--- config.mk ---
export PLATFORM = sky130hd
export DESIGN_NAME = fetch_entry_queue
export DESIGN_NICKNAME = d
export VERILOG_FILES = /design/src/rtl/fetch_entry_queue_pkg.sv /design/src/rtl/fetch_entry_realigner.sv /design/src/rtl/fetch_entry_queue.sv
export SDC_FILE = /design/constraint.sdc
export NUM_CORES = 1
export LEC_CHECK = 0
export CORE_ASPECT_RATIO = 0.9
export CORE_MARGIN = 2
export CORE_UTILIZATION = 45
export CTS_CLUSTER_SIZE = 20
export DETAILED_ROUTE_END_ITERATION = 16
export GPL_TIMING_DRIVEN = 0
export HOLD_SLACK_MARGIN = 0.02
export PLACE_DENSITY = 0.66
export SETUP_SLACK_MARGIN = 0.4
export SYNTH_ARGS = -nofsm -noshare
export SYNTH_HDL_FRONTEND = slang
export SYNTH_SLANG_ARGS = --single-unit
--- constraint.sdc ---
create_clock -name clk_i -period 10.64 [get_ports clk_i]
set_input_delay 2.128 -clock clk_i [delete_from_list [all_inputs] [get_ports clk_i]]
set_output_delay 2.128 -clock clk_i [all_outputs]
set_load 0.1 [all_outputs]
--- src/rtl/fetch_entry_queue_pkg.sv ---
// Shared types for the fetch-entry queue: core config, branch-predict and exception
// payloads, the decode-facing fetch entry, and the realigner state encoding.
package fetch_entry_queue_pkg;

    localparam int unsigned VLEN = 32;

    typedef struct packed {
        int unsigned VLEN;
        bit          RVC;
    } cva6_cfg_t;

    localparam cva6_cfg_t cva6_cfg_empty = '{VLEN: 32, RVC: 1'b1};

    typedef enum logic [2:0] {
        NoCF,
        Branch,
        Jump,
        JumpR,
        Return
    } cf_t;

    typedef struct packed {
        cf_t             cf;
        logic [VLEN-1:0] predict_address;
    } branchpredict_sbe_t;

    typedef struct packed {
        logic            valid;
        logic [3:0]      cause;
        logic [VLEN-1:0] tval;
    } frontend_exception_t;

    typedef struct packed {
        logic [VLEN-1:0]     address;
        logic [31:0]         instruction;
        branchpredict_sbe_t  branch_predict;
        frontend_exception_t ex;
    } fetch_entry_t;

    typedef enum logic [1:0] {
        ALIGNED,
        SECOND_HALF,
        STRADDLE
    } realign_state_e;

    function automatic logic is_compressed(input logic [15:0] half);
        return half[1:0] != 2'b11;
    endfunction

endpackage

--- src/rtl/fetch_entry_realigner.sv ---
// Splits 32-bit fetch words into RVC/RV32 instructions, one entry per cycle, holding the
// upper half of a word when a 32-bit instruction straddles into the next word.
module fetch_entry_realigner
    import fetch_entry_queue_pkg::*;
#(
    parameter cva6_cfg_t CVA6Cfg = cva6_cfg_empty
) (
    input  logic                clk_i,
    input  logic                rst_i,
    input  logic                flush_i,
    input  logic                room_i,
    input  logic                fetch_valid_i,
    input  logic [31:0]         fetch_data_i,
    input  logic [VLEN-1:0]     fetch_addr_i,
    input  branchpredict_sbe_t  fetch_bp_i,
    input  frontend_exception_t fetch_ex_i,
    output logic                fetch_ready_o,
    output logic                push_o,
    output fetch_entry_t        entry_o
);

    realign_state_e  state_q, state_d;
    logic [15:0]     hi_q, hi_d;
    logic [VLEN-1:0] haddr_q, haddr_d;

    logic [15:0]     lo, hi;
    logic [VLEN-1:0] upper_addr;
    logic            advance, upper_phase;

    assign lo          = fetch_data_i[15:0];
    assign hi          = fetch_data_i[31:16];
    assign upper_addr  = {fetch_addr_i[VLEN-1:2], 2'b10};
    assign advance     = fetch_valid_i && room_i && !rst_i && !flush_i;
    // A word entering at an odd halfword is handled exactly like the held upper half.
    assign upper_phase = (state_q == SECOND_HALF) || (state_q == ALIGNED && fetch_addr_i[1]);

    always_ff @(posedge clk_i) begin
        if (rst_i) begin
            state_q <= ALIGNED;
            hi_q    <= '0;
            haddr_q <= '0;
        end else begin
            state_q <= flush_i ? ALIGNED : state_d;
            hi_q    <= hi_d;
            haddr_q <= haddr_d;
        end
    end

    always_comb begin
        state_d = state_q;
        hi_d    = hi_q;
        haddr_d = haddr_q;
        if (advance) begin
            if (fetch_ex_i.valid || !CVA6Cfg.RVC) begin
                state_d = ALIGNED;
            end else if (state_q == STRADDLE) begin
                state_d = SECOND_HALF;
            end else if (upper_phase) begin
                if (is_compressed(hi)) begin
                    state_d = ALIGNED;
                end else begin
                    state_d = STRADDLE;
                    hi_d    = hi;
                    haddr_d = upper_addr;
                end
            end else if (is_compressed(lo)) begin
                if (is_compressed(hi)) begin
                    state_d = SECOND_HALF;
                end else begin
                    state_d = STRADDLE;
                    hi_d    = hi;
                    haddr_d = upper_addr;
                end
            end else begin
                state_d = ALIGNED;
            end
        end
    end

    always_comb begin
        push_o        = 1'b0;
        fetch_ready_o = 1'b0;
        entry_o       = '0;
        entry_o.ex    = fetch_ex_i;
        if (advance) begin
            if (fetch_ex_i.valid) begin
                push_o                 = 1'b1;
                fetch_ready_o          = 1'b1;
                entry_o.address        = (state_q == STRADDLE) ? haddr_q : fetch_addr_i;
                entry_o.instruction    = fetch_data_i;
                entry_o.branch_predict = fetch_bp_i;
                if (state_q == STRADDLE) entry_o.ex.tval = fetch_addr_i;
            end else if (!CVA6Cfg.RVC) begin
                push_o                 = 1'b1;
                fetch_ready_o          = 1'b1;
                entry_o.address        = fetch_addr_i;
                entry_o.instruction    = fetch_data_i;
                entry_o.branch_predict = fetch_bp_i;
            end else if (state_q == STRADDLE) begin
                // The straddler is the word's last instruction only if the upper half opens another one.
                push_o              = 1'b1;
                entry_o.address     = haddr_q;
                entry_o.instruction = {lo, hi_q};
                if (!is_compressed(hi)) entry_o.branch_predict = fetch_bp_i;
            end else if (upper_phase) begin
                fetch_ready_o = 1'b1;
                if (is_compressed(hi)) begin
                    push_o                 = 1'b1;
                    entry_o.address        = upper_addr;
                    entry_o.instruction    = {16'h0, hi};
                    entry_o.branch_predict = fetch_bp_i;
                end
            end else if (is_compressed(lo)) begin
                push_o              = 1'b1;
                fetch_ready_o       = !is_compressed(hi);
                entry_o.address     = fetch_addr_i;
                entry_o.instruction = {16'h0, lo};
                if (!is_compressed(hi)) entry_o.branch_predict = fetch_bp_i;
            end else begin
                push_o                 = 1'b1;
                fetch_ready_o          = 1'b1;
                entry_o.address        = fetch_addr_i;
                entry_o.instruction    = fetch_data_i;
                entry_o.branch_predict = fetch_bp_i;
            end
        end
    end

endmodule

--- src/rtl/fetch_entry_queue.sv ---
// Realigned fetch-entry FIFO feeding decode. Define FETCH_QUEUE_BYPASS_EN to let an entry
// skip the empty FIFO when decode is ready in the same cycle.
module fetch_entry_queue
    import fetch_entry_queue_pkg::*;
#(
    parameter cva6_cfg_t   CVA6Cfg = cva6_cfg_empty,
    parameter int unsigned DEPTH   = 4
) (
    input  logic                clk_i,
    input  logic                rst_i,
    input  logic                flush_i,
    input  logic                fetch_valid_i,
    output logic                fetch_ready_o,
    input  logic [31:0]         fetch_data_i,
    input  logic [VLEN-1:0]     fetch_addr_i,
    input  branchpredict_sbe_t  fetch_bp_i,
    input  frontend_exception_t fetch_ex_i,
    output fetch_entry_t        fetch_entry_o,
    output logic                fetch_entry_valid_o,
    input  logic                fetch_entry_ready_i
);

    localparam int unsigned PTR_W = $clog2(DEPTH);
    localparam int unsigned CNT_W = PTR_W + 1;

    fetch_entry_t     mem_q [DEPTH];
    logic [PTR_W-1:0] wptr_q, rptr_q;
    logic [CNT_W-1:0] count_q;

    fetch_entry_t new_entry;
    logic         empty, full, pop, push, write, has_room, bypass;

    assign empty    = (count_q == '0);
    assign full     = (count_q == CNT_W'(DEPTH));
    assign pop      = fetch_entry_ready_i && !empty;
    assign has_room = !full || pop;

`ifdef FETCH_QUEUE_BYPASS_EN
    assign bypass = empty && push && fetch_entry_ready_i;
`else
    assign bypass = 1'b0;
`endif

    assign write = push && !bypass;

    fetch_entry_realigner #(
        .CVA6Cfg(CVA6Cfg)
    ) u_realigner (
        .clk_i        (clk_i),
        .rst_i        (rst_i),
        .flush_i      (flush_i),
        .room_i       (has_room),
        .fetch_valid_i(fetch_valid_i),
        .fetch_data_i (fetch_data_i),
        .fetch_addr_i (fetch_addr_i),
        .fetch_bp_i   (fetch_bp_i),
        .fetch_ex_i   (fetch_ex_i),
        .fetch_ready_o(fetch_ready_o),
        .push_o       (push),
        .entry_o      (new_entry)
    );

    always_ff @(posedge clk_i) begin
        if (rst_i || flush_i) begin
            wptr_q  <= '0;
            rptr_q  <= '0;
            count_q <= '0;
        end else begin
            if (write) wptr_q <= wptr_q + 1'b1;
            if (pop)   rptr_q <= rptr_q + 1'b1;
            case ({write, pop})
                2'b10:   count_q <= count_q + 1'b1;
                2'b01:   count_q <= count_q - 1'b1;
                default: count_q <= count_q;
            endcase
        end
    end

    // Storage carries no reset; the head is masked to zero while the FIFO is empty.
    always_ff @(posedge clk_i) begin
        if (write) mem_q[wptr_q] <= new_entry;
    end

    always_comb begin
        fetch_entry_valid_o = 1'b0;
        fetch_entry_o       = '0;
        if (!rst_i) begin
            if (bypass) begin
                fetch_entry_valid_o = 1'b1;
                fetch_entry_o       = new_entry;
            end else if (!empty) begin
                fetch_entry_valid_o = 1'b1;
                fetch_entry_o       = mem_q[rptr_q];
            end
        end
    end

endmodule
==> results of run 1 <==
-- placed cells by master, fill, tap and decap left out, types with 3 or more instances in the layout --
cell             netlist  final
dfxtp_1               58     58
o21bai_1              14     14
a31oi_1               14     14
and3_4                 0      4
nor2b_1               16     16
buf_2                 31     31
buf_16                 0      8
clkinv_1               0      9
clkinv_2               0     10
o311ai_1               7      7
clkbuf_16              0     61
nand2b_1             103    103
nand2_1              111    111
a21oi_1               56     56
clkbuf_1              64     82
mux2_1                30     30
nor2_1                15     15
xor2_1                 3      3
o311ai_0               8      8
and2_1               172    172
inv_1                 10     10
clkdlybuf4s50_1        0    278
nand3_1                4      4
or3_1                  4      4
nor3_1                 4      4
edfxtp_1             544    544
bufinv_16              0      4
a22oi_1               16     16
mux4_2               136    136
ha_1                   5      5
mux2i_1               45     45
clkbuf_8               0      7
buf_1                  3      3
-- report_power, final --
part | switching (mW) | total [mW] | internal (mW)
Sequential | 0.00378 | 2.58 | 2.58
Combinational | 0.139 | 0.239 | 0.100
Clock | 0.874 | 2.07 | 1.20
-- layout make-up --
cell class              instances  area (µm²)  share of cell area, %
clock buffers                  86        1690                   5.41
repair buffers                289        3040                   9.75
well taps                     756         946                   3.03
inverters                      11        41.3                  0.132
multi-input cells             796        7360                   23.6
plain buffers                  99         414                   1.33
diodes                          1        2.50                0.00801
flip-flops and latches        602       17500                   56.0
clock inverters                26         229                  0.733
-- critical path, stage by stage --
cell	delay (ns)
clkdlybuf4s50_1	0.46
nor2_1	0.18
clkbuf_1	0.99
clkbuf_1	0.46
and2_1	0.27
clkdlybuf4s50_1	1.16
-- kinds of logic (layout without fill, tap and decap cells) --
kind of cell / Yosys count / after routing / share of synthesized area [%]
buffers and inverters: 110 / 511 / 1.80
muxes: 213 / 213 / 15.3
and+or+nand+nor: 442 / 442 / 9.72
DFF: 602 / 602 / 69.2
AOI/OAI and AO/OA: 130 / 130 / 3.48
adders and majority gates: 6 / 6 / 0.327
other: 0 / 1 / 0
xor gates and xnor gates: 5 / 5 / 0.173
-- path summary, 6_finish.rpt --
| check | end | cells past startpoint |
|---|---|---|
| setup / recovery | fetch_entry_o[15] | 6 |
| hold / removal | u_realigner.hi_q[0] | 2 |
| setup reg to reg | count_q[2] | 11 |
| hold reg to reg | u_realigner.hi_q[0] | 2 |
-- Yosys cell counts (3+ instances only) --
master	number	area [µm²]
nand3_1	4	20.0
or3_1	4	25.0
and3_1	5	31.3
buf_1	3	11.3
nor3_1	4	20.0
mux2i_1	45	450
a31oi_1	14	87.6
dfxtp_1	58	1160
and2_1	172	1080
mux2_1	30	338
nand2b_1	103	644
inv_1	10	37.5
buf_2	31	155
ha_1	5	62.6
edfxtp_1	544	16300
a21oi_1	56	280
o21bai_1	14	105
nor2b_1	16	100
a22oi_1	16	120
clkbuf_1	64	240
o311ai_1	7	61.3
nor2_1	15	56.3
a2111oi_0	4	35.0
o311ai_0	8	70.1
nand2_1	111	417
mux4_2	136	3060
xor2_1	3	26.3
-- registers in the layout, indices dropped and copies added, names as in the netlist, named ones only --
signal               cells
mem_q                  544
u_realigner.haddr_q     31
u_realigner.hi_q        16
count_q                  3
rptr_q                   2
u_realigner.state_q      2
wptr_q                   2
-- per-stage QoR --
| step | setup WS [ns] | power [mW] | cells | hold WS [ns] | area [µm²] |
|---|---|---|---|---|---|
| finish | 2.86 | 4.89 | 2666 | 0.457 | 31200 |
| floorplan | 3.85 | 2.76 | 1508 | 0.426 | 25300 |
| CTS | 2.83 | 4.94 | 2665 | 0.452 | 31200 |
| global placement | 0.264 | 2.87 | 2542 | 0.445 | 29000 |
| detailed placement | 2.84 | 2.87 | 2553 | 0.442 | 29300 |
| global route | 2.76 | 5.03 | 2666 | 0.495 | 31200 |
-- layer usage --
layer  routed length (µm)  share of wire, %
met5                   51             0.084
met4                 1280               2.1
met3                 4050               6.6
met2                29200                48
met1                26500                43
==> run metrics, run 1 <==
Post-synth EDFFs between 500 and 600; GR Util All Layers a little over a fifth; Reg2Reg Setup Slack around 7.4 ns; TritonCTS Buffers 60; CTS tree done; hold buffers post-CTS 0; max-cap violations 0; Syn Area/Cell 16.8 µm²; number of cells produced by synthesis about 1500; Mapped Nets ~1700; Max Slew Vio Count 0; Leak Pwr between 10 and 15 nW; vias roughly 15000; Initial Util between 40 and 50%; vias in the first global route about 15000; Async S/R FF share, synth 0%; final wirelength roughly 61000 µm; GRT overflow 0; fillers 4441; Resize count post-CTS 0; I/O Buffers 278; Die ar. ~0.058 mm²; core area between 0.05 and 0.06 mm²; period utilisation layout approximately 73%; CTS sink cnt between 600 and 700; clk_skew ~0.02 ns; global-route wire length before repair roughly 92000 µm; Worst Setup SP rst_i; critical path arrival about 5.7 ns; largest net degree at the start of global routing 56; Worst-Margin Slew ~1.3 ns; Final min period 7.78 ns; grt met2 use between 30% and 40%; routed vias/inst around 5.5; WP data required roughly 8.5 ns; Primary FF master, synth edfxtp_1; Nets approximately 2000; post-layout util 56.2%; synthesis-to-finish area growth 23.5%; post-synthesis cell type count 48; peak supply drop between 0.1 and 0.15 mV; CTS Buffer Depth 3; Top Usage Layer GRT met2; CP startpoint kind primary input; Clock transition at path regs 0.06 ns; met1 GRT Util 29.5%; H-tree depth 2; register bit total from synthesis approximately 600; io pins roughly 280; DRT iter0 DRCs ~1200; Power Density between 150 and 200 mW/mm²; initial antenna violation count 6; Hold Startpoint u_realigner.hi_q[0]; Final setup viols 0; Fin. Hold Viols 0; Rows roughly 80; DP Wirelength approximately 40000 µm; drt drc 0; Slew HR a little under an eighth; HP Class reg -> reg; Clock Root Buffer clkbuf_16; Placer Congestion a little over 0.8; CP Capture Type primary output; Synthesis Warnings 0; Max Freq approximately 130 MHz; post-route ant nets 0; post-CTS setup buffers 0; register area share after synthesis between 60% and 70%; Die Wd 254 µm; layout cell share with drive strength beyond 1 roughly 15%; worst skew pair latency around 0.62 ns; DRT Pass-1 Iters 5; setup TNS 0 ns; Crit Path Max Fanout 10; DR WL/cell between 20 and 25 µm; RSZ-0062 raised after global routing false; GR Util met3 approximately 4%; status complete, no violations; Post-Syn Area around 0.025 mm²; Critical R2R Launch u_realigner.state_q[1]; Vert. Die Dim around 230 µm; kind of critical path in -> out
(Power assumes the default switching activity.)
==> run 2, diff against run 1 <==
==> constraint.sdc (replaced) <==
create_clock -name clk_i -period 7.7 [get_ports clk_i]
set_input_delay 1.54 -clock clk_i [delete_from_list [all_inputs] [get_ports clk_i]]
set_output_delay 1.54 -clock clk_i [all_outputs]
set_load 0.1 [all_outputs]
==> results of run 2 <==
Same layout as run 1 (identical final DEF). Status: complete, no violations.
Main changes from that run: setup slack after placement 2.84 ns -> 1.07 ns; setup slack after layout 2.86 ns -> 1.09 ns; register-to-register setup slack 7.44 ns -> 4.50 ns; total power 4.89 mW -> 6.76 mW; worst IR drop on VDD 0.121 mV -> 0.167 mV
==> run 3, diff against run 2 <==
--- a/config.mk
+++ b/config.mk
@@ -14,6 +14,7 @@
 export HOLD_SLACK_MARGIN = 0.02
 export PLACE_DENSITY = 0.66
 export SETUP_SLACK_MARGIN = 0.4
+export SLEW_MARGIN = 0
 export SYNTH_ARGS = -nofsm -noshare
 export SYNTH_HDL_FRONTEND = slang
 export SYNTH_SLANG_ARGS = --single-unit
==> results of run 3 <==
Same layout as run 1 (identical final DEF). Status: complete, no violations.
Main changes from that run: setup slack after placement 2.84 ns -> 1.07 ns; setup slack after layout 2.86 ns -> 1.09 ns; register-to-register setup slack 7.44 ns -> 4.50 ns; total power 4.89 mW -> 6.76 mW; worst IR drop on VDD 0.121 mV -> 0.167 mV
